[config.mk]
export PLATFORM = sky130hd
export DESIGN_NAME = mult_unit
export DESIGN_NICKNAME = d
export VERILOG_FILES = /design/src/rtl/mult_unit.sv
export SDC_FILE = /design/constraint.sdc
export NUM_CORES = 1
export LEC_CHECK = 0
export ABC_AREA = 1
export CAP_MARGIN = 10
export CORE_ASPECT_RATIO = 1.2
export CORE_MARGIN = 2
export CORE_UTILIZATION = 55
export DETAILED_ROUTE_END_ITERATION = 8
export GPL_TIMING_DRIVEN = 0
export HOLD_SLACK_MARGIN = 0.08
export PLACE_DENSITY = 0.78
export RECOVER_POWER = 100
export SYNTH_ARGS = -nofsm -noshare
export SYNTH_HDL_FRONTEND = slang
export SYNTH_SLANG_ARGS = --single-unit
export TNS_END_PERCENT = 100
[constraint.sdc]
create_clock -name clk -period 7.68 [get_ports clk]
set_clock_uncertainty 0.05 [all_clocks]
set_input_delay 1.536 -clock clk [delete_from_list [all_inputs] [get_ports clk]]
set_output_delay 1.536 -clock clk [all_outputs]
set_load 0.1 [all_outputs]
[src/rtl/mult_unit.sv]
// Iterative 32x32 shift-add multiplier (mult/multu/madd/maddu) driving the
// register file's hi/lo write port for one cycle on completion.
module mult_unit #(
  parameter int unsigned WIDTH = 32,
  parameter int unsigned CNT_W = 5
) (
  input  logic               clk,
  input  logic               rst,
  input  logic               start,
  input  logic [1:0]         op,
  input  logic [WIDTH-1:0]   operand_a,
  input  logic [WIDTH-1:0]   operand_b,
  input  logic               flush,
  output logic               busy,
  output logic               write_enable,
  output logic [1:0]         mul,
  output logic [WIDTH-1:0]   write_data_1,
  output logic [WIDTH-1:0]   write_data_2
);

  typedef enum logic [1:0] {
    S_IDLE,
    S_BUSY,
    S_WB
  } state_e;

  localparam logic [CNT_W-1:0] LAST = CNT_W'(WIDTH - 1);

  state_e               state_q;
  logic [CNT_W-1:0]     cnt_q;
  logic [2*WIDTH-1:0]   acc_q;
  logic [2*WIDTH-1:0]   acc_d;
  logic [2*WIDTH-1:0]   result_q;
  logic [2*WIDTH-1:0]   result_d;
  logic [WIDTH-1:0]     mcand_q;
  logic                 neg_q;
  logic                 madd_q;
  logic [WIDTH:0]       sum;
  logic [WIDTH-1:0]     a_mag;
  logic [WIDTH-1:0]     b_mag;

  // Magnitudes of signed operands; 0x80000000 maps to itself as unsigned.
  always_comb begin
    a_mag = operand_a;
    b_mag = operand_b;
    if (!op[0] && operand_a[WIDTH-1]) a_mag = '0 - operand_a;
    if (!op[0] && operand_b[WIDTH-1]) b_mag = '0 - operand_b;
  end

  // Upper half accumulates, lower half holds the not-yet-consumed multiplier bits.
  always_comb begin
    sum      = {1'b0, acc_q[2*WIDTH-1:WIDTH]} + (acc_q[0] ? {1'b0, mcand_q} : '0);
    acc_d    = {sum, acc_q[WIDTH-1:1]};
    result_d = neg_q ? ('0 - acc_d) : acc_d;
  end

  always_ff @(posedge clk) begin
    if (rst) begin
      state_q  <= S_IDLE;
      cnt_q    <= '0;
      acc_q    <= '0;
      result_q <= '0;
      mcand_q  <= '0;
      neg_q    <= 1'b0;
      madd_q   <= 1'b0;
    end else begin
      case (state_q)
        S_IDLE: begin
          if (start && !flush) begin
            madd_q  <= op[1];
            neg_q   <= !op[0] && (operand_a[WIDTH-1] ^ operand_b[WIDTH-1]);
            mcand_q <= a_mag;
            acc_q   <= {{WIDTH{1'b0}}, b_mag};
            cnt_q   <= '0;
            state_q <= S_BUSY;
          end
        end
        S_BUSY: begin
          if (flush) begin
            state_q <= S_IDLE;
          end else begin
            acc_q <= acc_d;
            cnt_q <= cnt_q + CNT_W'(1);
            if (cnt_q == LAST) begin
              result_q <= result_d;
              state_q  <= S_WB;
            end
          end
        end
        S_WB:    state_q <= S_IDLE;
        default: state_q <= S_IDLE;
      endcase
    end
  end

  assign busy         = (state_q != S_IDLE);
  assign write_enable = (state_q == S_WB) && !flush;
  assign mul          = write_enable ? (madd_q ? 2'd2 : 2'd1) : 2'd0;
  assign write_data_1 = result_q[WIDTH-1:0];
  assign write_data_2 = result_q[2*WIDTH-1:WIDTH];

endmodule

==> results of run 1 <==
[how the worst max path moves through the flow]
stage / startpoint / to / cells after the start
after floorplan: flush / mul[0] / 3
after global placement: flush / mul[1] / 5
after detailed placement: flush / mul[1] / 5
after CTS: flush / mul[1] / 5
after global routing: flush / mul[1] / 5
final: flush / mul[1] / 5
[stage by stage]
step | utilization | hold WS, ns | instances | area, sq um | setup WS (ns)
after floorplan | - | 0.379 | 2129 | 12600 | 0.905
after global placement | 0.637 | 0.396 | 2544 | 14300 | 2.38
after detailed placement | 0.637 | 0.399 | 2544 | 14300 | 2.42
after CTS | 0.664 | 0.422 | 2576 | 15000 | 2.40
after global routing | 0.662 | 0.446 | 2576 | 14900 | 2.11
final | 0.662 | 0.425 | 2576 | 14900 | 2.23
[area by class of cell]
cell class | count | area (sq um)
multi-input cells | 1545 | 7620
fillers | 2147 | 7610
flip-flops and latches | 169 | 3380
repair buffers | 136 | 1360
inverters | 338 | 1270
clock buffers | 18 | 429
well taps | 279 | 349
plain buffers | 77 | 320
clock inverters | 14 | 183
[worst max-delay path, cell delays in order]
cell,delay [ns]
dlygate4sd3_1,0.58
nor3_1,0.33
inv_1,0.10
nor2_1,0.10
dlygate4sd3_1,1.21
[per-layer routing]
| layer | part of all wire | vias to the layer above | GRT usage |
|---|---|---|---|
| li1 | - | 7075 | - |
| met1 | 0.39 | 6546 | 0.439 |
| met2 | 0.47 | 695 | 0.645 |
| met3 | 0.078 | 151 | 0.0580 |
| met4 | 0.056 | 0 | 0.200 |
| met5 | 0 | - | 0 |
[sequential cells by signal, indices dropped and copies added, names as in the netlist]
register,cells
acc_q,64
result_q,64
mcand_q,32
cnt_q,5
state_q,2
madd_q,1
neg_q,1
[synthesized netlist by cell type (9+ instances only)]
cell      count  area share
a21oi_1     165       0.065
or2_2         9      0.0045
nor2_1      229       0.068
nor2_2       18      0.0089
nand2_2      15      0.0074
xnor2_1      20       0.014
nand3_1     110       0.044
clkbuf_1     63       0.019
o211ai_1     12      0.0071
inv_2        14      0.0042
nand4_1      17      0.0084
xor2_1       47       0.033
o221ai_1     21       0.015
nor3_1       27       0.011
ha_1         37       0.037
o21ai_0     125       0.050
inv_1       320       0.095
nand2_1     618        0.18
dfxtp_1     169        0.27
[logic make-up after synthesis]
group,count (synthesis),share of synthesized area
flip-flops,169,0.268
XOR/XNOR,67,0.0465
buffers and inverters,415,0.128
adder cells (fa/ha/maj),38,0.0382
AND/OR/NAND/NOR,1079,0.361
AO/OA/AOI/OAI,361,0.159
[power breakdown]
part	total [mW]	internal (mW)	leakage, nW	switching (mW)
Clock	0.927	0.496	0.294	0.431
Sequential	0.936	0.904	1.37	0.0315
Combinational	0.395	0.138	6.04	0.257
==> results.toml, run 1 <==
[status]
status = "finished, final reports clean"

[drt]
wl_um = 44900
dr.pass1.iters = 6
routedWlPerCell_um = 17.4
via_count = 14500
drt_iter0_drc = 1559
via_per_inst = 5.62
postRouteAntennaNets = 0
drc = 0

[timing]
setup_violations = 0
drv_slew = 0
tightest_slew_ns = 1.15
min_period_ns = 5.45
period_share = 0.710
hold_viol = 0
setup_tns_ns = 0
max_freq_mhz = 183
relSlewSlack = 0.232
rsz0062_at_grt = "false"

[global_route]
grt_pass1_wl_um = 70300
grt_pass1_vias = 13600
antenna_found_initial = 0
grtUsageTotal = 0.372
gr-total-overflow = 0
grt_max_degree = 18

[worst_hold_path]
min_from = "acc_q[35]"
min_to = "acc_q[35]"
whs_path_depth = 2
hold_class = "flip-flop to flip-flop"

[floorplan]
die_h_um = 170
die_area_sq_um = 24200
start_util = 0.561
chipWidth_um = 142
core_area_sq_um = 22500
rows = 60
ios = 138

[logic_synthesis]
synth_edf_count = 0
synthesis.area_sq_um = 12600
yosysSeqAreaShare = 0.268
syn_inst = 2129
syn-mean-instance-area_sq_um = 5.93
yosysWarningCount = 0
synth_flop_cell = "dfxtp_1"
async_flop_share = 0
ys_seq_elements = 169
synth_cell_types = 54
syn_nets = 2237

[finish]
final_cell_mix = "nand2_1, inv_1, nor2_1, dfxtp_1, a21oi_1"
finalNetCount = 2392
syn_to_final_growth_pct = 18.1
layout_commonest_cell = "nand2_1"
diodes = 0
drive_above_1_share = 0.0488

[cts]
postCtsSetupRepairBufs = 0
cts_resized = 0
clock_sinks = 169
cts_buffers = 17
clockBufferDepth = 2
cts-root-buf = "clkbuf_16"
ctsHoldBuffers = 0
htreeDepth = 4
clkTransAtPathRegs_ns = 0.07
cts_tree = "done"
clk_latency_ns = 0.45

[critical_path]
endpoint_kind = "output port"
path_max_fanout = 3
start_kind = "input port"
reg2reg_to = "result_q[49]"
cp.arrival_ns = 3.86
worstReg2RegStart = "acc_q[0]"
crit_type = "input port to output port"
critPathRequiredTime_ns = 6.09
rrSetupSlack_ns = 3.84
ff2ff_path_depth = 21

[flow_run]
drv_cap = 0

[place]
port_buffers = 136
place.gp.congestion = 0.973
place_hpwl_um = 35800

[power]
cellPowerDensity_nw_per_um2 = 151
power.total_mw = 2.26
ir_worst_vdd_uv = 161
cellLeakagePower_nw = 7.70
Power figures use the tool's default switching activity.
==> run 2: changes to the inputs <==
==> constraint.sdc (replaced) <==
create_clock -name clk -period 5.33 [get_ports clk]
set_clock_uncertainty 0.05 [all_clocks]
set_input_delay 1.066 -clock clk [delete_from_list [all_inputs] [get_ports clk]]
set_output_delay 1.066 -clock clk [all_outputs]
set_load 0.1 [all_outputs]
==> results.toml, run 2 (same netlist as run 1, synthesis figures left out) <==
[timing]
period_share = 0.858
drv_slew = 0
rsz0062_at_grt = "false"
hold_viol = 0
min_period_ns = 4.57
setup_violations = 0
max_freq_mhz = 219
relSlewSlack = 0.289
setup_tns_ns = 0
tightest_slew_ns = 1.06

[status]
status = "finished, final reports clean"

[flow_run]
drv_cap = 0

[drt]
wl_um = 43800
via_per_inst = 5.52
drt_iter0_drc = 1327
dr.pass1.iters = 6
via_count = 14200
routedWlPerCell_um = 17.0
postRouteAntennaNets = 0
drc = 0

[cts]
postCtsSetupRepairBufs = 0
cts_buffers = 17
clk_latency_ns = 0.45
htreeDepth = 4
ctsHoldBuffers = 0
clock_sinks = 169
cts-root-buf = "clkbuf_16"
cts_resized = 0
clockBufferDepth = 2
clkTransAtPathRegs_ns = 0.07
cts_tree = "done"

[power]
comb_power_share = 0.167
p_seq_frac = 0.399
power.total_mw = 3.38
internal_power_mw = 2.36
cellPowerDensity_nw_per_um2 = 226
p_clk_frac = 0.434
switchingPower_mw = 1.03
switching_share = 0.303
cellLeakagePower_nw = 7.74
ir_worst_vdd_uv = 219

[finish]
diodes = 0
syn_to_final_growth_pct = 18.7
largestRegisters = "acc_q (64), result_q (64), mcand_q (32)"
final_cell_mix = "nand2_1, inv_1, nor2_1, dfxtp_1, a21oi_1"
finalNetCount = 2392
layout_commonest_cell = "nand2_1"
drive_above_1_share = 0.0496

[place]
place_hpwl_um = 35200
place.gp.congestion = 1.00
port_buffers = 136

[global_route]
grt_pass1_vias = 13300
grtUsageTotal = 0.366
grt_max_degree = 18
grt_pass1_wl_um = 68900
gr-total-overflow = 0
antenna_found_initial = 0

[worst_hold_path]
hold_class = "flip-flop to flip-flop"
whs_path_depth = 2

[critical_path]
start_kind = "input port"
critPathRequiredTime_ns = 5.61
ff2ff_path_depth = 10
cp.arrival_ns = 4.86
crit_type = "input port to flip-flop"
path_max_fanout = 10
endpoint_kind = "flip-flop"

[floorplan]
ios = 138
die_area_sq_um = 24200
start_util = 0.561
chipWidth_um = 142
core_area_sq_um = 22500
die_h_um = 170
rows = 60
run 2: area by class of cell:
| cell class | instances | area [sq um] |
|---|---|---|
| Buffer | 77 | 320 |
| Clock buffer | 17 | 425 |
| Clock inverter | 15 | 256 |
| Fill cell | 2157 | 7530 |
| Inverter | 338 | 1270 |
| Multi-Input combinational cell | 1545 | 7620 |
| Sequential cell | 169 | 3380 |
| Tap cell | 279 | 349 |
| Timing Repair Buffer | 136 | 1360 |
run 2: power by group through the flow:
stage          registers, mW  logic (mW)  clock network [mW]
2_1_floorplan           1.36       0.364                   0
3_3_place_gp            1.37       0.547                   0
3_5_place_dp            1.37       0.553                   0
4_1_cts                 1.35       0.558                1.46
5_1_grt                 1.35       0.625                1.52
6_report                1.35       0.567                1.47
run 2: layer usage:
| layer | GRT usage | up-vias | part of all wire |
|---|---|---|---|
| li1 | - | 7060 | - |
| met1 | 0.449 | 6404 | 0.41 |
| met2 | 0.616 | 617 | 0.46 |
| met3 | 0.0557 | 130 | 0.071 |
| met4 | 0.198 | 0 | 0.057 |
| met5 | 0 | - | 0 |
run 2: stage by stage:
stage          setup slack, ns  area [sq um]  std cells  hold WS, ns   util
5_1_grt                  0.606         15000       2576        0.448  0.666
3_3_place_gp              1.11         14300       2544        0.392  0.637
3_5_place_dp              1.10         14300       2544        0.408  0.637
2_1_floorplan            0.472         12600       2129        0.379      -
4_1_cts                   1.08         15000       2576        0.425  0.667
6_report                 0.759         15000       2576        0.424  0.666
run 2: path summary, 6_finish.rpt:
check / endpoint / slack (ns) / startpoint
hold reg to reg: acc_q[46] / 0.42 / acc_q[46]
setup reg to reg: result_q[28] / 1.44 / state_q[1]
hold / removal: acc_q[46] / 0.42 / acc_q[46]
setup / recovery: result_q[28] / 0.76 / flush
run 2: critical path, stage by stage:
cell and delay, ns:
dlygate4sd3_1 0.60, nor2_1 0.82, inv_1 0.19, nor2_1 0.72, clkbuf_1 0.45, clkbuf_1 0.53
nand2_1 0.15, o221ai_1 0.25, inv_1 0.07
==> run 3: changes to the inputs <==
--- a/config.mk
+++ b/config.mk
@@ -6,14 +6,15 @@
 export NUM_CORES = 1
 export LEC_CHECK = 0
 export ABC_AREA = 1
+export ABC_CLOCK_PERIOD_IN_PS = 5330
 export CAP_MARGIN = 10
 export CORE_ASPECT_RATIO = 1.2
 export CORE_MARGIN = 2
-export CORE_UTILIZATION = 55
+export CORE_UTILIZATION = 58
 export DETAILED_ROUTE_END_ITERATION = 8
 export GPL_TIMING_DRIVEN = 0
 export HOLD_SLACK_MARGIN = 0.08
-export PLACE_DENSITY = 0.78
+export PLACE_DENSITY = 0.82
 export RECOVER_POWER = 100
 export SYNTH_ARGS = -nofsm -noshare
 export SYNTH_HDL_FRONTEND = slang
==> results.toml, run 3 (same netlist as run 1, synthesis figures left out) <==
[place]
place_inst = 2539
post_dp_cell_area_sq_um = 14300
place.gp.congestion = 1.01
port_buffers = 136
place_hpwl_um = 34900
dp_slack_ns = 1.12

[global_route]
grtUsageTotal = 0.375
gr-total-overflow = 0
grt_pass1_vias = 13500
antenna_found_initial = 1
grt_max_degree = 17
grt_pass1_wl_um = 69200

[critical_path]
reg2reg_to = "result_q[12]"
cp.arrival_ns = 4.88
worstReg2RegStart = "state_q[1]"
cp_cell_sequence = "dlygate4sd3_1 > nor2_1 > inv_1 > nor2_1 > clkbuf_1 > clkbuf_1 > nand2_1 > o221ai_1 > inv_1"
crit_start = "flush"
start_kind = "input port"
critical_path_buf_inv_count = 5
path_max_fanout = 10
critPathRequiredTime_ns = 5.60
crit_family = "simple AND/OR/NAND/NOR gates"
crit_type = "input port to flip-flop"
crit_path_end = "result_q[12]"
rrSetupSlack_ns = 1.42
cp_slowest_cell = "nor2_1"
ff2ff_path_depth = 10
endpoint_kind = "flip-flop"
path_depth = 9
max_stage_delay_ns = 0.93

[cts]
cts_resized = 0
clk_latency_ns = 0.44
postCtsSetupRepairBufs = 0
clkTransAtPathRegs_ns = 0.07
cts-root-buf = "clkbuf_16"
cts_buffers = 17
clockBufferDepth = 2
ctsHoldBuffers = 0
cts_tree = "done"
clock_sinks = 169
htreeDepth = 4

[finish]
layout_commonest_cell = "nand2_1"
stdcell_count = 2571
diodes = 0
finalNetCount = 2392
final_cell_mix = "nand2_1, inv_1, nor2_1, dfxtp_1, a21oi_1"
largestRegisters = "acc_q (64), result_q (64), mcand_q (32)"
drive_above_1_share = 0.0488
syn_to_final_growth_pct = 17.7
fin_area_sq_um = 14900

[floorplan]
chipWidth_um = 139
start_util = 0.586
die_h_um = 166
rows = 59
ios = 138
die_area_sq_um = 23000
core_area_sq_um = 21600

[power]
ir_worst_vdd_uv = 187
cellLeakagePower_nw = 7.68
power.total_mw = 3.15
cellPowerDensity_nw_per_um2 = 212

[drt]
drc = 0
drt_iter0_drc = 1282
routedWlPerCell_um = 16.9
postRouteAntennaNets = 0
dr.pass1.iters = 6
wl_um = 43500
via_count = 14400
via_per_inst = 5.60

[timing]
rsz0062_at_grt = "false"
tightest_slew_ns = 1.19
setup_tns_ns = 0
setup_ws_ns = 0.714
min_period_ns = 4.62
drv_slew = 0
setup_violations = 0
relSlewSlack = 0.203
period_share = 0.866
max_freq_mhz = 217
hold_viol = 0

[worst_hold_path]
hold_class = "flip-flop to flip-flop"

[status]
status = "finished, final reports clean"

[flow_run]
drv_cap = 0
-- run 3: cell types whose count changed in the layout (fill, tap and decap cells not counted), sizes merged --
cell,delta
bufinv,-5
clkbuf,+3
clkinv,+3
clkinvlp,+1
inv,-2
-- run 3: layout make-up --
class	count	area (sq um)
plain buffers	77	320
clock buffers	20	457
clock inverters	12	111
fillers	2028	6690
inverters	338	1270
multi-input cells	1545	7620
flip-flops and latches	169	3380
well taps	274	343
repair buffers	136	1360
-- run 3: metal layers --
| metal | part of all wire | routed length [um] | track usage |
|---|---|---|---|
| met3 | 0.078 | 3410 | 0.0607 |
| met1 | 0.40 | 17200 | 0.451 |
| met5 | 0.00030 | 13 | 0 |
| met2 | 0.46 | 19800 | 0.622 |
| met4 | 0.069 | 3010 | 0.242 |
-- run 3: how the worst min path moves through the flow --
stage | start | to | slack [ns] | cells after the start
4_1_cts | acc_q[63] | acc_q[63] | 0.42 | 2
2_1_floorplan | mcand_q[1] | mcand_q[1] | 0.38 | 2
3_5_place_dp | acc_q[63] | acc_q[63] | 0.41 | 2
5_1_grt | acc_q[37] | acc_q[37] | 0.44 | 2
6_report | acc_q[40] | acc_q[40] | 0.42 | 2
3_3_place_gp | mcand_q[1] | mcand_q[1] | 0.40 | 2
-- run 3: worst reg2reg max path: stages (launching register included) --
cell      delay (ns)
dfxtp_1         0.32
inv_1           0.08
nand2_1         0.14
nor2_1          0.93
inv_1           0.22
nor2_1          0.72
clkbuf_1        0.39
clkbuf_1        0.48
nand2_1         0.17
o221ai_1        0.24
inv_1           0.07
-- run 3: per-stage QoR --
step	utilization	hold slack, ns
after global routing	0.690	0.439
after detailed placement	0.665	0.411
after floorplan	-	0.379
after CTS	0.692	0.423
final	0.690	0.424
after global placement	0.665	0.397
-- run 3: report_power, final --
group          switching (mW)  internal [mW]
logic                   0.369          0.199
registers              0.0446           1.30
clock network           0.594          0.639
